`src/rtl/onehot_step_counter.sv`:
```
// -----------------------------------------------------------------------------
// onehot_step_counter_button
//   Conditions one raw push-button. The raw level is synchronised, debounced,
//   and turned into single-cycle registered events: one on each debounced
//   press and, when REPEAT_DELAY is non-zero, auto-repeat events while the
//   button stays held.
//
//   Ports
//     clk      in   system clock, all state on rising edge
//     rst      in   asynchronous active-high reset
//     btn_i    in   raw button level, active-high, asynchronous to clk
//     event_o  out  one-cycle pulse per press or auto-repeat
// -----------------------------------------------------------------------------
module onehot_step_counter_button #(
  parameter int DEBOUNCE_CYCLES = 50000,
  parameter int REPEAT_DELAY    = 25000000,
  parameter int REPEAT_PERIOD   = 5000000
) (
  input  logic clk,
  input  logic rst,
  input  logic btn_i,
  output logic event_o
);

  localparam int  DW        = $clog2(DEBOUNCE_CYCLES + 1);
  localparam int  HOLD_MAX  = (REPEAT_DELAY > REPEAT_PERIOD) ? REPEAT_DELAY : REPEAT_PERIOD;
  localparam int  HW        = $clog2(HOLD_MAX + 1);
  localparam bit  REPEAT_EN = (REPEAT_DELAY != 0);

  // HOLD_FIRST waits REPEAT_DELAY for the first repeat; HOLD_REPEAT then
  // fires every REPEAT_PERIOD. Both fall back to HOLD_IDLE on release.
  typedef enum logic [1:0] {
    HOLD_IDLE,
    HOLD_FIRST,
    HOLD_REPEAT
  } hold_e;

  logic          s1_q, s2_q;
  logic          stable_q, stable_d;
  logic [DW-1:0] dcnt_q, dcnt_d;
  logic          rise, fall;
  hold_e         hold_q, hold_d;
  logic [HW-1:0] hcnt_q, hcnt_d;
  logic          rep;
  logic          event_q, event_d;

  // Debounce: the counter measures how long s2 has disagreed with the
  // debounced level; any agreement restarts the measurement.
  // NOTE: every variable written in an always_comb gets a default first, so
  // no path leaves it unassigned and no latch is inferred.
  always_comb begin
    stable_d = stable_q;
    dcnt_d   = '0;
    rise     = 1'b0;
    fall     = 1'b0;
    if (s2_q != stable_q) begin
      if (dcnt_q == DW'(DEBOUNCE_CYCLES - 1)) begin
        stable_d = s2_q;
        rise     = s2_q;
        fall     = ~s2_q;
      end else begin
        dcnt_d = dcnt_q + 1'b1;
      end
    end
  end

  // Auto-repeat: the hold counter restarts after each repeat, so it never
  // exceeds the larger of the two intervals however long the button is held.
  // A release on this edge takes priority over a repeat due on the same edge.
  always_comb begin
    hold_d = hold_q;
    hcnt_d = hcnt_q;
    rep    = 1'b0;
    unique case (hold_q)
      HOLD_IDLE: begin
        hcnt_d = '0;
        if (rise && REPEAT_EN) hold_d = HOLD_FIRST;
      end
      HOLD_FIRST: begin
        if (fall) begin
          hold_d = HOLD_IDLE;
          hcnt_d = '0;
        end else if (hcnt_q == HW'(REPEAT_DELAY - 1)) begin
          rep    = 1'b1;
          hcnt_d = '0;
          hold_d = HOLD_REPEAT;
        end else begin
          hcnt_d = hcnt_q + 1'b1;
        end
      end
      HOLD_REPEAT: begin
        if (fall) begin
          hold_d = HOLD_IDLE;
          hcnt_d = '0;
        end else if (hcnt_q == HW'(REPEAT_PERIOD - 1)) begin
          rep    = 1'b1;
          hcnt_d = '0;
        end else begin
          hcnt_d = hcnt_q + 1'b1;
        end
      end
      default: begin
        hold_d = HOLD_IDLE;
        hcnt_d = '0;
      end
    endcase
  end

  assign event_d = rise | rep;

  // NOTE: sequential state uses non-blocking assignments so every flop
  // samples the pre-edge values, independent of statement order.
  always_ff @(posedge clk or posedge rst) begin
    if (rst) begin
      s1_q     <= 1'b0;
      s2_q     <= 1'b0;
      stable_q <= 1'b0;
      dcnt_q   <= '0;
      hold_q   <= HOLD_IDLE;
      hcnt_q   <= '0;
      event_q  <= 1'b0;
    end else begin
      s1_q     <= btn_i;
      s2_q     <= s1_q;
      stable_q <= stable_d;
      dcnt_q   <= dcnt_d;
      hold_q   <= hold_d;
      hcnt_q   <= hcnt_d;
      event_q  <= event_d;
    end
  end

  assign event_o = event_q;

endmodule

// -----------------------------------------------------------------------------
// onehot_step_counter
//   Keeps a 4-bit value 0..15 driven by three debounced push-buttons
//   (up / down with auto-repeat, load from switches) and presents it both in
//   binary and as a registered 16-bit one-hot code for a downstream decoder.
//
//   Ports
//     clk       in   system clock, all state on rising edge
//     rst       in   asynchronous active-high reset
//     btn_up    in   raw increment button, active-high, asynchronous
//     btn_dn    in   raw decrement button, active-high, asynchronous
//     btn_load  in   raw load button, active-high, asynchronous
//     sw[3:0]   in   load value, sampled on the load event cycle
//     value     out  current count, binary
//     onehot    out  registered 1 << value, exactly one bit set
//     step      out  one-cycle pulse on every edge where value is written
// -----------------------------------------------------------------------------
module onehot_step_counter #(
  parameter int DEBOUNCE_CYCLES = 50000,
  parameter int REPEAT_DELAY    = 25000000,
  parameter int REPEAT_PERIOD   = 5000000
) (
  input  logic        clk,
  input  logic        rst,
  input  logic        btn_up,
  input  logic        btn_dn,
  input  logic        btn_load,
  input  logic [3:0]  sw,
  output logic [3:0]  value,
  output logic [15:0] onehot,
  output logic        step
);

  logic        ev_up, ev_dn, ev_load;
  logic [3:0]  value_q, value_d;
  logic [15:0] onehot_q, onehot_d;
  logic        step_q, step_d;

  onehot_step_counter_button #(
    .DEBOUNCE_CYCLES (DEBOUNCE_CYCLES),
    .REPEAT_DELAY    (REPEAT_DELAY),
    .REPEAT_PERIOD   (REPEAT_PERIOD)
  ) u_btn_up (
    .clk     (clk),
    .rst     (rst),
    .btn_i   (btn_up),
    .event_o (ev_up)
  );

  onehot_step_counter_button #(
    .DEBOUNCE_CYCLES (DEBOUNCE_CYCLES),
    .REPEAT_DELAY    (REPEAT_DELAY),
    .REPEAT_PERIOD   (REPEAT_PERIOD)
  ) u_btn_dn (
    .clk     (clk),
    .rst     (rst),
    .btn_i   (btn_dn),
    .event_o (ev_dn)
  );

  // Load never auto-repeats.
  onehot_step_counter_button #(
    .DEBOUNCE_CYCLES (DEBOUNCE_CYCLES),
    .REPEAT_DELAY    (0),
    .REPEAT_PERIOD   (1)
  ) u_btn_load (
    .clk     (clk),
    .rst     (rst),
    .btn_i   (btn_load),
    .event_o (ev_load)
  );

  // Load wins; simultaneous up and down cancel; 4-bit arithmetic gives the
  // 15->0 and 0->15 wrap. onehot is decoded from value_d so both registers
  // load on the same edge and are never skewed.
  always_comb begin
    value_d = value_q;
    step_d  = 1'b0;
    if (ev_load) begin
      value_d = sw;
      step_d  = 1'b1;
    end else if (ev_up && ev_dn) begin
      value_d = value_q;
    end else if (ev_up) begin
      value_d = value_q + 4'd1;
      step_d  = 1'b1;
    end else if (ev_dn) begin
      value_d = value_q - 4'd1;
      step_d  = 1'b1;
    end
    onehot_d = 16'd1 << value_d;
  end

  always_ff @(posedge clk or posedge rst) begin
    if (rst) begin
      value_q  <= 4'd0;
      onehot_q <= 16'h0001;
      step_q   <= 1'b0;
    end else begin
      value_q  <= value_d;
      onehot_q <= onehot_d;
      step_q   <= step_d;
    end
  end

  assign value  = value_q;
  assign onehot = onehot_q;
  assign step   = step_q;

endmodule

```
`config.mk`:
```
export PLATFORM = sky130hd
export DESIGN_NAME = onehot_step_counter
export DESIGN_NICKNAME = d
export VERILOG_FILES = /design/src/rtl/onehot_step_counter.sv
export SDC_FILE = /design/constraint.sdc
export NUM_CORES = 1
export LEC_CHECK = 0
export ABC_CLOCK_PERIOD_IN_PS = 3000
export BUFFER_PORTS_ARGS = -buffer_cell sky130_fd_sc_hd__buf_2
export CAP_MARGIN = 20
export CORE_ASPECT_RATIO = 0.9
export CORE_MARGIN = 5
export CORE_UTILIZATION = 60
export CTS_CLUSTER_SIZE = 20
export DETAILED_ROUTE_END_ITERATION = 7
export PLACE_DENSITY = 0.82
export RECOVER_POWER = 50
export SLEW_MARGIN = 40
export SYNTH_ARGS = -nofsm -noshare
export SYNTH_HDL_FRONTEND = slang
export SYNTH_HIERARCHICAL = 1
export SYNTH_SLANG_ARGS = --single-unit
```
`constraint.sdc`:
```
create_clock -name clk -period 3 [get_ports clk]
set_clock_uncertainty 0.05 [all_clocks]
set_input_delay 0.75 -clock clk [delete_from_list [all_inputs] [get_ports clk]]
set_output_delay 0.75 -clock clk [all_outputs]
set_load 0.005 [all_outputs]
```
# After elaboration in Yosys (flattened, before gate mapping)
# Index checks and enable logic that the tools add are counted.
# classes
addsub	8
n_eq_ne	24
shift	1
muxes	70
bitwise	7
n_reduce_logical	10
# op_table
op	count
$mux 25	8
$pmux 25 s2	2
$mux 16	6
$add 25x1->25 const B	2
$eq 25x23->1 const B	2
$eq 25x25->1 const B	2
$add 16x1->16 const B	3
$eq 16x16->1 const B	3
$mux 1	32
$mux 2	11
$pmux 2 s3	3
$mux 4	4
$shl 1x4->16 const A	1
$ne 2x1->1 const B	5
$ne 3x1->1 const B	3
$reduce_and 3->1	3
$pmux 1 s2	4
$eq 2x1->1 const B	3
$eq 2x2->1 const B	3
$logic_not 2->1	3
$reduce_and 2->1	3
$add 4x1->4 const B	1
$not 1->1	4
$sub 4x1->4 const B	1
4 further kinds	8
# totals
regBits	138
wordCells	144

# Logic depth before layout (Yosys ltp)
# logic_depth
ltp_word	6
mapped_depth	8

# By module
# The synthesis kept the hierarchy.
# by_module_without_submodules
module	instances	cells_each	area_each_um2	seq_area_each_um2
onehot_step_counter_button (u_btn_dn)	1	239	2394.8	1176.1
onehot_step_counter_button (u_btn_up)	1	241	2358.5	1176.1
onehot_step_counter	1	89	964.7	526.8
onehot_step_counter_button (u_btn_load)	1	89	927.1	500.5

# Least setup slack after synthesis
# No wires, ideal clock.
# synth_path
kind	register to register
from	reg u_btn_dn.hcnt_q[15]
to	reg u_btn_dn.hcnt_q[5]
setup_ps	119
t_arrival_ps	2195
required_time_ps	2831
slack_ps	636
stages_incl_launch_ff	7
path_buffers	1
cell_sequence	dfrtp_1 > or4b_1 > or4_4 > o31a_1 > o211ai_4 > buf_8 > nor2_2
# synth_between
elab_chain_len	4
# synth_rtl
item	line	rtl
start: declaration	43	logic [HW-1:0] hcnt_q, hcnt_d;
start signal: assignment	128	hcnt_q <= hcnt_d;
$eq 25x23->1 / $eq 25x25->1 (equally long branches)	95, 83	
$mux 25, on equally long branches	95, 83	
$mux 25, on equally long branches	92, 80	
$pmux 25 s2 *	74	unique case (hold_q)
named net u_btn_dn.hcnt_d[5]	43	
# Mark *: on every way through the listed nets, which the timed path passes. The rest lies on a longest branch.
# A chain may end at the register's enable or synchronous reset.

# Worst setup path after layout
# layout_path
from	reg u_btn_dn.hcnt_q[15]
to	reg u_btn_dn.hcnt_q[22]
# layout_between
elab_chain_len	4
# layout_rtl
item	line
$add 25x1->25 (tied with other cells)	88, 99
$mux 25, on equally long branches	95, 83
$mux 25, on equally long branches	92, 80
$pmux 25 s2 *	74
named net u_btn_dn.hcnt_d[22]	43
# Marks and branches as above.

==> metrics.cfg <==
[yosys]
ys_top_cells_by_area=dfrtp_1 (50%), xor2_1 (7.1%), nor2_1 (5.6%), xnor2_1 (4.5%), nand3_1 (4.0%)
synth_top_family_by_area=simple AND/OR/NAND/NOR gates
yosys_warnings=6
ys_seq_area_share_pct=50.86
synth_top_area_share_pct=50.46
synth_compound_area_share_pct=4.801
yosysTopAreaCell=dfrtp_1
synth_cells=658
yosysUniqueCellTypes=62
muxShareOfSynthArea_pct=0.6402
synth_edf_count=0
synthAdderAreaFrac_pct=2.636
postSynthAreaPerCell_um2=10.10
synth_area_mm2=0.006645
synth_xor_area_share_pct=11.60
yosys.area_share.simple_pct=26.12
synth_seq_cells=135
synth_nets=681
async_flop_share_pct=100.0
ys.flop_type=dfrtp_1

[timing]
finalCritPeriodShare_pct=86.72
tns_ns=0
setup_ws_ns=0.3985
fmax_ghz=0.3844
drv_slew=48
worst_pin_slew_ns=1.690
hold_violations=0
slew_headroom_pct=-12.81
setup_viol=0
rsz0062_at_grt=no
fin_crit_ns=2.601

[drt]
wl_per_cell_um=14.65
drtPass1Iterations=5
post-route-drc-count=0
routed_wl_mm=12.58
ant_nets=0
viasPerCell=5.679
drt_first_iter_violations=448
num_vias=4878

[cts]
htreeDepth=4
clock_sinks=135
clock_tree.buffer_depth=2
cts_setup_buffers=0
root_buffer=clkbuf_16
cts_resized=0
cts_tree=done
cts.clk_slew.worst_paths_ns=0.05
ctsHoldBuffers=0
cts_buffers=17
clk_latency_ns=0.41

[floorplan]
fp.dieW_um=120.9
dieHeight_um=109.8
core_mm2=0.01086
num_io_pins=30
start_util_pct=61.21
placementRows=36
die_area_mm2=0.01328

[final_layout]
drive_gt1_share_pct=12.45
nets=720
syn_to_final_growth_pct=11.98
num_antenna_cells=0
mostFrequentLayoutCell=dfrtp_1
layout_common_cells=dfrtp_1 (134), nor2_1 (100), xor2_1 (54), nand3_1 (53), xnor2_1 (34)
num-fill-cells=757

[global_route]
grt_pass1_vias=4807
grt_first_pass_wirelength_mm=21.87
antenna_found_initial=0
grt_usage_pct=20.62
gr-total-overflow=0
grt_max_degree=48

[setup_path]
r2r-start=u_btn_dn/hcnt_q[15]
r2r_slack_ns=0.40
startpoint=u_btn_dn/hcnt_q[15]
required_ns=3.23
r2r_end=u_btn_dn/hcnt_q[22]
path_class=flop to flop
r2r_cells=6
crit_path_max_fanout=25
startpoint_type=flop
critical_path_arrival_ns=2.83
crit_path_end_kind=flop

[placed_design]
place_ws_ns=0.4208
place_congestion=0.8203
dpl.hpwl_mm=8.388
port_buffers=29

[flow_run]
cap_violations=1

[pwr]
cellLeakagePower_uw=0.003183
power_density_mw_per_mm2=503.9
ir_drop_uv=395.0

[status]
outcome=finished with violations
violations=max-capacitance violations, max-slew violations

[hold_path]
hold_end=u_btn_up/s2_q
hold-path-cell-count=0
hold_class=flop to flop
min-delay-start=u_btn_up/s1_q

==> kinds of logic after synthesis <==
group	Yosys count
multiplexers	4
AND/OR/NAND/NOR	324
buffers and inverters	47
flip-flops	135
adder cells (fa/ha/maj)	14
AO/OA/AOI/OAI	46
XOR/XNOR	88
==> Yosys cell counts, drive strengths merged, types with 3 or more instances <==
master and instances:
nand2 33, buf 7, nor4bb 8, xnor2 34, inv 33, nor2 110
nand2b 3, nor3 13, or4 3, a211o 4, nand3 55, a21oi 12
or4b 4, clkbuf 6, and3 20, nor4 23, and2 4, or2 5
nor4b 5, o21ai 13, nand4 18, ha 14, xor2 54, and4 10
nor2b 3, dfrtp 134
==> critical path, stage by stage, from the launching register on <==
cell and delay (ns):
dfrtp_1 0.42, or4b_1 0.54, or4_4 0.53, o31a_1 0.31, o211ai_4 0.19, buf_4 0.33
nor2_1 0.10
==> worst max path at each step <==
stage / endpoint / slack, ns / cells past startpoint
floorplan: u_btn_dn/hcnt_q[5] / 0.64 / 6
global placement: u_btn_dn/hcnt_q[22] / 0.49 / 6
detailed placement: u_btn_dn/hcnt_q[22] / 0.42 / 6
CTS: u_btn_dn/hcnt_q[22] / 0.42 / 6
global route: u_btn_dn/hcnt_q[21] / 0.32 / 6
finish: u_btn_dn/hcnt_q[22] / 0.40 / 6
==> flip-flops by register name (all words and copies together) (netlist names), 2 cells and up <==
signal / count
u_btn_dn/hold_q: 2
value: 4
u_btn_up/hcnt_q: 25
onehot: 16
u_btn_dn/dcnt_q: 16
u_btn_dn/hcnt_q: 25
u_btn_up/hold_q: 2
u_btn_load/dcnt_q: 16
u_btn_up/dcnt_q: 16
==> metal layers <==
layer  vias to the layer above  GRT usage [%]  share of wire [%]
met5                         -              0                  0
met4                         0          7.282               0.99
met3                        13          5.710                5.0
met2                       149          33.60                 48
met1                      2359          26.75                 46
li1                       2357              -                  -
==> final cells by class <==
class	instances	area, um^2	area share, %
Inverter	34	127.6	1.715
Sequential cell	135	3379	45.42
Tap cell	152	190.2	2.556
Clock inverter	4	20.02	0.2690
Clock buffer	25	505.5	6.793
Timing Repair Buffer	33	171.4	2.304
Multi-Input combinational cell	476	3047	40.94
==> metrics by stage <==
step	hold WS, ns	power [uW]	area, um^2	std cells	utilization (%)
3_5_place_dp	0.2893	1958	6922	830	63.76
4_1_cts	0.3019	3794	7447	859	68.60
5_1_grt	0.3212	3885	7441	859	68.55
2_1_floorplan	0.2812	1932	6645	658	-
6_report	0.2996	3750	7441	859	68.55
3_3_place_gp	0.2851	1953	6915	830	63.70
==> report_power, final <==
| part | switching (uW) | internal, uW | total, uW |
|---|---|---|---|
| clock network | 682 | 1140 | 1830 |
| registers | 12.1 | 1840 | 1850 |
| logic | 58.1 | 16.2 | 74.4 |
| total | 752 | 3000 | 3750 |
Power figures use the tool's default switching activity.
